===== config.mk =====
export PLATFORM = sky130hd
export DESIGN_NAME = overlay_window_ctrl
export DESIGN_NICKNAME = d
export VERILOG_FILES = /design/src/rtl/ovl_pkg.sv /design/src/rtl/ovl_delay_line.sv /design/src/rtl/overlay_window_ctrl.sv
export SDC_FILE = /design/constraint.sdc
export NUM_CORES = 1
export LEC_CHECK = 0
export BUFFER_PORTS_ARGS = -buffer_cell sky130_fd_sc_hd__buf_2
export CORE_MARGIN = 4
export CORE_UTILIZATION = 60
export CTS_CLUSTER_DIAMETER = 60
export DETAILED_ROUTE_END_ITERATION = 6
export PLACE_DENSITY = 0.95
export SYNTH_ARGS = -nofsm -noshare
export SYNTH_HDL_FRONTEND = slang
export SYNTH_SLANG_ARGS = --single-unit

===== constraint.sdc =====
create_clock -name clk -period 6.3 [get_ports clk]
set_clock_uncertainty 0.15 [all_clocks]
set_input_delay 1.26 -clock clk [delete_from_list [all_inputs] [get_ports clk]]
set_output_delay 1.26 -clock clk [all_outputs]
set_load 0.005 [all_outputs]

===== src/rtl/ovl_pkg.sv =====
// Shared types, constants and the window-compare helper for the overlay window controller.
package ovl_pkg;
  localparam int PIX_W = 24;
  localparam logic [PIX_W-1:0] OVL_WHITE = 24'hFFFFFF;
  localparam int SPAN_W = 16;

  typedef enum logic [1:0] {IDLE, ARMED, ACTIVE, DONE} ovl_state_e;

  // lo <= v < lo+len, with the upper bound carried one bit wider so a window
  // hanging past the raster edge never wraps back into range.
  function automatic logic in_span(input logic [SPAN_W-1:0] v,
                                   input logic [SPAN_W-1:0] lo,
                                   input logic [SPAN_W-1:0] len);
    logic [SPAN_W:0] hi;
    hi = {1'b0, lo} + {1'b0, len};
    return (v >= lo) && ({1'b0, v} < hi);
  endfunction
endpackage


===== src/rtl/ovl_delay_line.sv =====
// Fixed-depth shift register with asynchronous clear, used to line video and
// window flag up with the ROM read latency.
module ovl_delay_line #(
  parameter int W     = 1,
  parameter int DEPTH = 1
) (
  input  logic         clk,
  input  logic         rst_n,
  input  logic [W-1:0] d,
  output logic [W-1:0] q
);
  logic [W-1:0] stage_q [DEPTH];
  logic [W-1:0] stage_d [DEPTH];

  always_comb begin
    stage_d[0] = d;
    for (int i = 1; i < DEPTH; i++) stage_d[i] = stage_q[i-1];
  end

  always_ff @(posedge clk or negedge rst_n) begin
    if (!rst_n) begin
      for (int i = 0; i < DEPTH; i++) stage_q[i] <= '0;
    end else begin
      for (int i = 0; i < DEPTH; i++) stage_q[i] <= stage_d[i];
    end
  end

  assign q = stage_q[DEPTH-1];
endmodule


===== src/rtl/overlay_window_ctrl.sv =====
// Overlay window controller: raster tracking, windowed ROM addressing and latency-matched mix.
// Define OVL_TRANSPARENCY_EN to halve the background behind clear overlay bits.
//
// state  | meaning
// IDLE   | no window configuration latched since reset
// ARMED  | config latched on vsync rise, waiting for first active pixel
// ACTIVE | frame in progress, window rows being read
// DONE   | last window row finished, frame_done issued; wait for next vsync
module overlay_window_ctrl import ovl_pkg::*; #(
  parameter int OVL_W   = 128,
  parameter int OVL_H   = 32,
  parameter int ROM_AW  = 12,
  parameter int ROM_LAT = 2,
  parameter int XY_W    = 11
) (
  input  logic              clk,
  input  logic              rst_n,
  input  logic              vs_in,
  input  logic              hs_in,
  input  logic              de_in,
  input  logic [PIX_W-1:0]  pixel_in,
  input  logic [XY_W-1:0]   ovl_x,
  input  logic [XY_W-1:0]   ovl_y,
  input  logic              ovl_en,
  output logic [ROM_AW-1:0] rom_addr,
  output logic              rom_rd,
  input  logic              rom_data,
  output logic              vs_out,
  output logic              hs_out,
  output logic              de_out,
  output logic [PIX_W-1:0]  pixel_out,
  output logic              frame_done
);
  localparam int BUS_W = PIX_W + 3;

  ovl_state_e        state_q, state_d;
  logic              vs_prev_q, de_prev_q;
  logic [XY_W-1:0]   x_q, x_d, y_q, y_d;
  logic [XY_W-1:0]   ox_q, ox_d, oy_q, oy_d;
  logic              en_q, en_d;
  logic [ROM_AW-1:0] row_base_q, row_base_d;
  logic              frame_done_q, frame_done_d;
  logic [BUS_W-1:0]  out_q, out_d;

  logic              vs_rise, de_fall, x_hit, y_hit, y_end, in_win;
  logic [XY_W-1:0]   x_rel;
  logic [BUS_W-1:0]  bus_dly;
  logic              win_dly;
  logic [PIX_W-1:0]  pix_mix;

  assign vs_rise = vs_in & ~vs_prev_q;
  assign de_fall = ~de_in & de_prev_q;
  assign x_hit   = in_span(SPAN_W'(x_q), SPAN_W'(ox_q), SPAN_W'(OVL_W));
  assign y_hit   = in_span(SPAN_W'(y_q), SPAN_W'(oy_q), SPAN_W'(OVL_H));
  assign y_end   = ({1'b0, y_q} == ({1'b0, oy_q} + (XY_W+1)'(OVL_H)));
  assign in_win  = de_in & en_q & x_hit & y_hit;
  assign x_rel   = x_q - ox_q;

  assign rom_rd   = in_win;
  assign rom_addr = in_win ? (row_base_q + ROM_AW'(x_rel)) : '0;

  always_comb begin
    state_d      = state_q;
    x_d          = x_q;
    y_d          = y_q;
    ox_d         = ox_q;
    oy_d         = oy_q;
    en_d         = en_q;
    row_base_d   = row_base_q;
    frame_done_d = 1'b0;

    if (de_in)        x_d = x_q + XY_W'(1);
    else if (de_fall) x_d = '0;

    if (de_fall) begin
      y_d = y_q + XY_W'(1);
      if (y_hit) row_base_d = row_base_q + ROM_AW'(OVL_W);
    end

    unique case (state_q)
      IDLE:    state_d = IDLE;
      ARMED:   if (de_in) state_d = ACTIVE;
      ACTIVE:  if (y_end) begin
                 state_d      = DONE;
                 frame_done_d = en_q;
               end
      DONE:    state_d = DONE;
      default: state_d = IDLE;
    endcase

    // A vsync rise always restarts the frame, aborting any frame still in flight.
    if (vs_rise) begin
      state_d      = ARMED;
      ox_d         = ovl_x;
      oy_d         = ovl_y;
      en_d         = ovl_en;
      row_base_d   = '0;
      y_d          = '0;
      frame_done_d = 1'b0;
    end
  end

  ovl_delay_line #(.W(BUS_W), .DEPTH(ROM_LAT)) u_bus_dly (
    .clk   (clk),
    .rst_n (rst_n),
    .d     ({vs_in, hs_in, de_in, pixel_in}),
    .q     (bus_dly)
  );

  ovl_delay_line #(.W(1), .DEPTH(ROM_LAT)) u_win_dly (
    .clk   (clk),
    .rst_n (rst_n),
    .d     (in_win),
    .q     (win_dly)
  );

  always_comb begin
    pix_mix = bus_dly[PIX_W-1:0];
    if (win_dly && rom_data) pix_mix = OVL_WHITE;
`ifdef OVL_TRANSPARENCY_EN
    else if (win_dly) pix_mix = {1'b0, bus_dly[23:17], 1'b0, bus_dly[15:9], 1'b0, bus_dly[7:1]};
`endif
    if (!bus_dly[PIX_W]) pix_mix = '0;
    out_d = {bus_dly[BUS_W-1:PIX_W], pix_mix};
  end

  always_ff @(posedge clk or negedge rst_n) begin
    if (!rst_n) begin
      state_q      <= IDLE;
      vs_prev_q    <= 1'b0;
      de_prev_q    <= 1'b0;
      x_q          <= '0;
      y_q          <= '0;
      ox_q         <= '0;
      oy_q         <= '0;
      en_q         <= 1'b0;
      row_base_q   <= '0;
      frame_done_q <= 1'b0;
      out_q        <= '0;
    end else begin
      state_q      <= state_d;
      vs_prev_q    <= vs_in;
      de_prev_q    <= de_in;
      x_q          <= x_d;
      y_q          <= y_d;
      ox_q         <= ox_d;
      oy_q         <= oy_d;
      en_q         <= en_d;
      row_base_q   <= row_base_d;
      frame_done_q <= frame_done_d;
      out_q        <= out_d;
    end
  end

  assign {vs_out, hs_out, de_out, pixel_out} = out_q;
  assign frame_done = frame_done_q;
endmodule


==> flow_summary.ini, run 1 <==
[run_status]
status = completed

[global_routing]
grt_pass1_vias = 4770
grt-ovfl-total = 0
grt_pass1_wl_mm = 23.5
grt_use_total_pct = 25.9
grt_start_max_net_pins = 94
antenna_found_initial = 0

[final_layout]
fin_area_um2 = 7260
area_delta_synth_final_pct = 19.4
layout.nets = 754
drive_gt1_share_pct = 20.1

[yosys]
yosysSeqAreaShare_pct = 55.9
synthFlopType = dfrtp_1
synthTopCellsByArea = dfrtp_1 (56%), ha_1 (8.8%), nand2_1 (3.5%)
syn_area_um2 = 6080
synth_cells = 560
async_reset_ff_share_pct = 100
ys_types = 54
yosysTopAreaCellShare_pct = 55.9
synth_edf_count = 0
synth.avg_cell_area_um2 = 10.9
synth.ff_latch_count = 136
synth_fp_nets = 657
yosysTopAreaCell = dfrtp_1
synth_warnings = 0

[placement]
place_congestion = 0.867
numPortBuffers = 93
dpl_cell_area_um2 = 6670
dp_hpwl_mm = 9.46

[cts]
numCtsBuffers = 17
clkTransAtPathRegs_ns = 0.06
cts_tree = built
cts-root-buf = clkbuf_8
cts.sinks = 136
htree_levels = 4
ctsResizeCount = 0
ctsHoldBuffers = 0
post_cts_buffers = 0
cts_max_path_buffers = 2
clk_latency_ns = 0.52

[pwr]
p_total_mw = 2.27
vdd_drop_max_uv = 164
powerDensity_nw_per_um2 = 313
p_leak_nw = 3.57

[worst_hold_path]
hold_path.class = register to register
min-delay-start = u_bus_dly.stage_d[21]

[setup_path]
r2r_cells = 11
r2r_slack_ns = 3.29
path_class = register to output pin
worstPathArrival_ns = 4.31
startpoint = x_q[0]
slowest_stage = dfrtp_1
endpoint_kind = output pin
timing.rr.start = oy_q[7]
crit_path_end = rom_addr[10]
max_stage_delay_ns = 0.42
r2r_end = row_base_q[10]
path_max_fanout = 5
setup.worst_path.start_class = register
path_cells = inv_1, ha_1, inv_1, fa_1, a21o_1, a221oi_2, nor2_1, o21a_1, nor2_1, xnor2_1, ha_1, a21oi_1, nor2b_1, o21ai_0, o31ai_1, nor4_2, buf_2
cp.required_ns = 4.89

[sta]
finalSetupViolCount = 0
finalSetupTns_ns = 0
fin_crit_ns = 5.72
drv_slew = 0
clock.fmax_ghz = 0.175
hold_viol = 0
tightest_slew_ns = 1.17
fin_crit_sh_pct = 90.8
slew_headroom_pct = 22.2
whs_ns = 0.190
rsz0062_at_grt = false

[routing]
drt_wl_total_mm = 14.2
wl_per_cell_um = 17.7
drc = 0
dr.pass1.iters = 5
drt_iter0_markers = 303
ant_nets = 0
num_vias = 4629
viasPerCell = 5.76

[die]
die_h_um = 109
initial_core_util_pct = 62.0
num_rows = 36
dieWidth_um = 109
core_um2 = 9820
ioPinCount = 94
die_area_um2 = 11800

[run]
cap_violations = 0
Yosys cell counts, types with 2 or more instances:
cell type	count
o211ai_1	4
a2111oi_0	2
or3_1	4
dfrtp_1	136
o31ai_1	6
nand2b_1	9
and3_1	6
inv_1	36
ha_1	43
nand3_1	24
xor2_1	10
nor2_1	31
o21bai_1	2
or4_1	3
nand4_1	13
a21oi_1	20
nor2b_1	7
and2_1	2
o21a_1	26
mux2i_1	2
a211oi_1	3
o21ai_0	41
nor3b_1	2
nor3_1	7
nand3b_1	4
mux2_2	2
a21o_1	5
inv_2	2
clkbuf_1	14
xnor2_1	15
nand2_1	56
flip-flops by register name, indices dropped and copies added (netlist names):
name	flops
y_q	11
state_q	2
u_win_dly.q	1
oy_q	11
u_bus_dly.q	27
en_q	1
u_bus_dly.stage_d	26
out_q	27
x_q	11
ox_q	11
frame_done	1
row_base_q	5
u_win_dly.stage_d	1
vs_prev_q	1
area by class of cell:
| class | instances | area (µm²) |
|---|---|---|
| fill | 641 | 2550 |
| timing repair buffer | 94 | 475 |
| tap | 133 | 166 |
| sequential | 136 | 3400 |
| antenna | 1 | 2.50 |
| inverter | 38 | 143 |
| clock inverter | 13 | 170 |
| clock buffer | 19 | 422 |
| multi-input combinational | 370 | 2480 |
metal layers:
layer  track usage, %  share of wire, %  vias to the layer above
li1                 -                 -                     2135
met3             7.40               6.1                       36
met1             31.9                42                     2284
met2             44.3                50                      174
met5                0                 0                        -
met4             8.12               2.1                        0
layout by cell type (no fill, tap or decap), types with 4 or more instances in the layout:
cell and instances:
dfrtp_1 136, buf_2 92, nand2_1 56, ha_1 43
o21ai_0 41, inv_1 36, nor2_1 31, o21a_1 26
nand3_1 24, a21oi_1 20, clkbuf_16 16, xnor2_1 15
nand4_1 13, xor2_1 10, nand2b_1 9, nor3_1 7
and3_1 6, nor2b_1 6, o31ai_1 6, a21o_1 5
or3_1 4, nand3b_1 4, o211ai_1 4
worst min path at each step:
stage	slack, ns	depth (start not counted)	to
after floorplan	0.18	0	out_q[25]
after global placement	0.18	0	u_bus_dly.q[25]
after detailed placement	0.18	0	u_bus_dly.q[21]
after CTS	0.19	0	u_bus_dly.q[21]
after global routing	0.20	0	u_bus_dly.q[10]
final	0.19	0	u_bus_dly.q[21]
metrics by stage:
step / worst slack [ns] / utilization [%] / cells
floorplan: 1.75 / - / 560
global placement: 1.47 / 67.9 / 771
detailed placement: 1.25 / 67.9 / 771
CTS: 0.679 / 74.0 / 803
global route: 0.361 / 74.0 / 803
finish: 0.578 / 74.0 / 804
report_power, final:
part           total (mW)  switching (mW)  leakage, nW  internal (mW)
sequential          0.964          0.0365         1.69          0.928
clock               0.992           0.384        0.279          0.608
combinational       0.314           0.185         1.60          0.129
cell families after synthesis:
family	share of synthesized area, %
buffers and inverters	3.39
AOI/OAI and AO/OA	12.8
adders and majority gates	9.17
xor gates and xnor gates	3.60
and+or+nand+nor	14.4
muxes	0.699
DFF	55.9
other	0.0616
critical path, delay by kind of cell, from the launching register on:
family	cells	cell delay, ns
AOI/OAI and AO/OA	6	1.48
buffers and inverters	3	0.30
and+or+nand+nor	4	0.63
adders and majority gates	3	0.83
DFF	1	0.42
xor gates and xnor gates	1	0.14
Power figures use the tool's default switching activity.
==> inputs of run 2 (changes only) <==
--- a/config.mk
+++ b/config.mk
@@ -6,6 +6,7 @@
 export NUM_CORES = 1
 export LEC_CHECK = 0
 export BUFFER_PORTS_ARGS = -buffer_cell sky130_fd_sc_hd__buf_2
+export CORE_ASPECT_RATIO = 1.5
 export CORE_MARGIN = 4
 export CORE_UTILIZATION = 60
 export CTS_CLUSTER_DIAMETER = 60
==> run 2 against run 1 <==
Net effect: count of clock-buffer cells in the layout shrank 1; worst setup slack gained 0.13 ns; sequential share of layout area grew 0.097 points; non-clock buffer count grew 1; routed wire length shrank 0.57%; via count shrank 0.56%; power grew 0.38%; maximum frequency grew 2.3%; register-to-register slack is essentially flat; sequential cell count is the same; global-route usage shrank 0.43 points; sequential power is essentially flat; largest power group unchanged.
==> flow_summary.ini, run 2 (synthesized netlist as in run 1, its figures left out) <==
[global_routing]
grt_pass1_vias = 4927
grt_use_total_pct = 25.5
antenna_found_initial = 0
grt_pass1_wl_mm = 23.9
grt-ovfl-total = 0
grt_start_max_net_pins = 74

[setup_path]
setup.worst_path.start_class = register
worstPathArrival_ns = 4.18
path_class = register to output pin
path_max_fanout = 5
cp.required_ns = 4.89
endpoint_kind = output pin

[final_layout]
antenna-diode-count = 0
mostFrequentLayoutCell = dfrtp_1
layout.nets = 755
fin_util_pct = 74.0
drive_gt1_share_pct = 20.4
area_delta_synth_final_pct = 19.1
mostFrequentLayoutCells = dfrtp_1 (136), buf_2 (92), nand2_1 (56)

[die]
initial_core_util_pct = 62.1
core_um2 = 9800
dieWidth_um = 90.2
die_h_um = 131
ioPinCount = 94
num_rows = 44
die_area_um2 = 11800

[cts]
cts.sinks = 136
post_cts_buffers = 0
clk_latency_ns = 0.41
cts_max_path_buffers = 2
htree_levels = 4
cts_tree = built
ctsResizeCount = 0
ctsHoldBuffers = 0
numCtsBuffers = 17
clkTransAtPathRegs_ns = 0.06
cts-root-buf = clkbuf_16

[sta]
rsz0062_at_grt = false
drv_slew = 0
finalSetupViolCount = 0
clock.fmax_ghz = 0.179
fin_crit_ns = 5.59
finalSetupTns_ns = 0
hold_viol = 0
fin_crit_sh_pct = 88.8
slew_headroom_pct = 23.9
tightest_slew_ns = 1.14

[placement]
dp_hpwl_mm = 9.63
place_congestion = 0.873
numPortBuffers = 93

[routing]
num_vias = 4603
ant_nets = 0
wl_per_cell_um = 18.0
dr.pass1.iters = 5
viasPerCell = 5.86
drc = 0
drt_wl_total_mm = 14.1
drt_iter0_markers = 238

[pwr]
powerDensity_nw_per_um2 = 314
vdd_drop_max_uv = 225
switchingPower_mw = 0.627
swShare_pct = 27.5
p_leak_nw = 3.59
clkPwrFrac_pct = 43.7
seq_power_share_pct = 42.4
p_int_mw = 1.65
combinationalPowerShare_pct = 14.0

[run]
cap_violations = 0

[run_status]
status = completed

[worst_hold_path]
hold_path.class = register to register
## run 2: cell count changes in the layout (fill, tap and decap cells not counted)
cell,before,now
clkbuf_16,16,17
diode_2,1,0
clkbuf_1,2,1
inv_6,3,4
buf_4,2,3
clkinv_4,3,4
inv_8,0,2
clkbuf_8,1,0
clkinvlp_4,3,1
bufinv_16,3,2
## run 2: final timing paths
path	end	slack, ns	cells after the start	startpoint
min in group asynchronous	out_q[19]	0.77	1	rst_n
hold reg to reg	u_bus_dly.q[20]	0.20	0	u_bus_dly.stage_d[20]
setup / recovery	rom_addr[10]	0.71	16	x_q[0]
setup reg to reg	row_base_q[10]	3.28	11	oy_q[7]
max in group asynchronous	x_q[7]	3.83	2	rst_n
hold / removal	u_bus_dly.q[20]	0.20	0	u_bus_dly.stage_d[20]
## run 2: final cells by class
class,instances,area (µm²)
clock inverter,14,165
sequential,136,3400
multi-input combinational,370,2480
timing repair buffer,95,483
fill,642,2550
clock buffer,18,429
tap,115,144
inverter,38,143
## run 2: stage by stage
step / cells / instance area [µm²] / power, mW / hold slack, ns / worst slack, ns
after floorplan: 560 / 6080 / 1.18 / 0.181 / 1.75
after global placement: 754 / 6660 / 1.27 / 0.183 / 1.50
after detailed placement: 754 / 6660 / 1.29 / 0.185 / 1.31
after CTS: 786 / 7250 / 2.29 / 0.197 / 0.776
after global routing: 786 / 7250 / 2.38 / 0.203 / 0.504
final: 786 / 7250 / 2.28 / 0.196 / 0.706
## run 2: critical path, stage by stage (launching register included)
cell and delay [ns]:
dfrtp_1 0.42, inv_1 0.07, ha_1 0.15, inv_1 0.05, fa_1 0.40, a21o_1 0.20, a221oi_2 0.35, nor2_1 0.07
o21a_1 0.19, nor2_1 0.19, xnor2_1 0.15, ha_1 0.30, a21oi_1 0.28, nor2b_1 0.12, a2111oi_0 0.61, nor4_2 0.06
buf_2 0.16
## run 2: metal layers
metal | up-vias | global-route usage (%) | wire, µm
li1 | 2140 | - | -
met1 | 2222 | 27.1 | 5190
met2 | 192 | 47.3 | 7700
met3 | 49 | 4.81 | 664
met4 | 0 | 12.9 | 588
met5 | - | 0 | 0
## run 2: power groups by stage
stage,Sequential (mW),Combinational (mW),Clock [mW]
floorplan,0.968,0.211,0
global placement,0.973,0.293,0
detailed placement,0.978,0.312,0
CTS,0.965,0.317,1.01
global route,0.971,0.357,1.05
finish,0.966,0.318,0.995
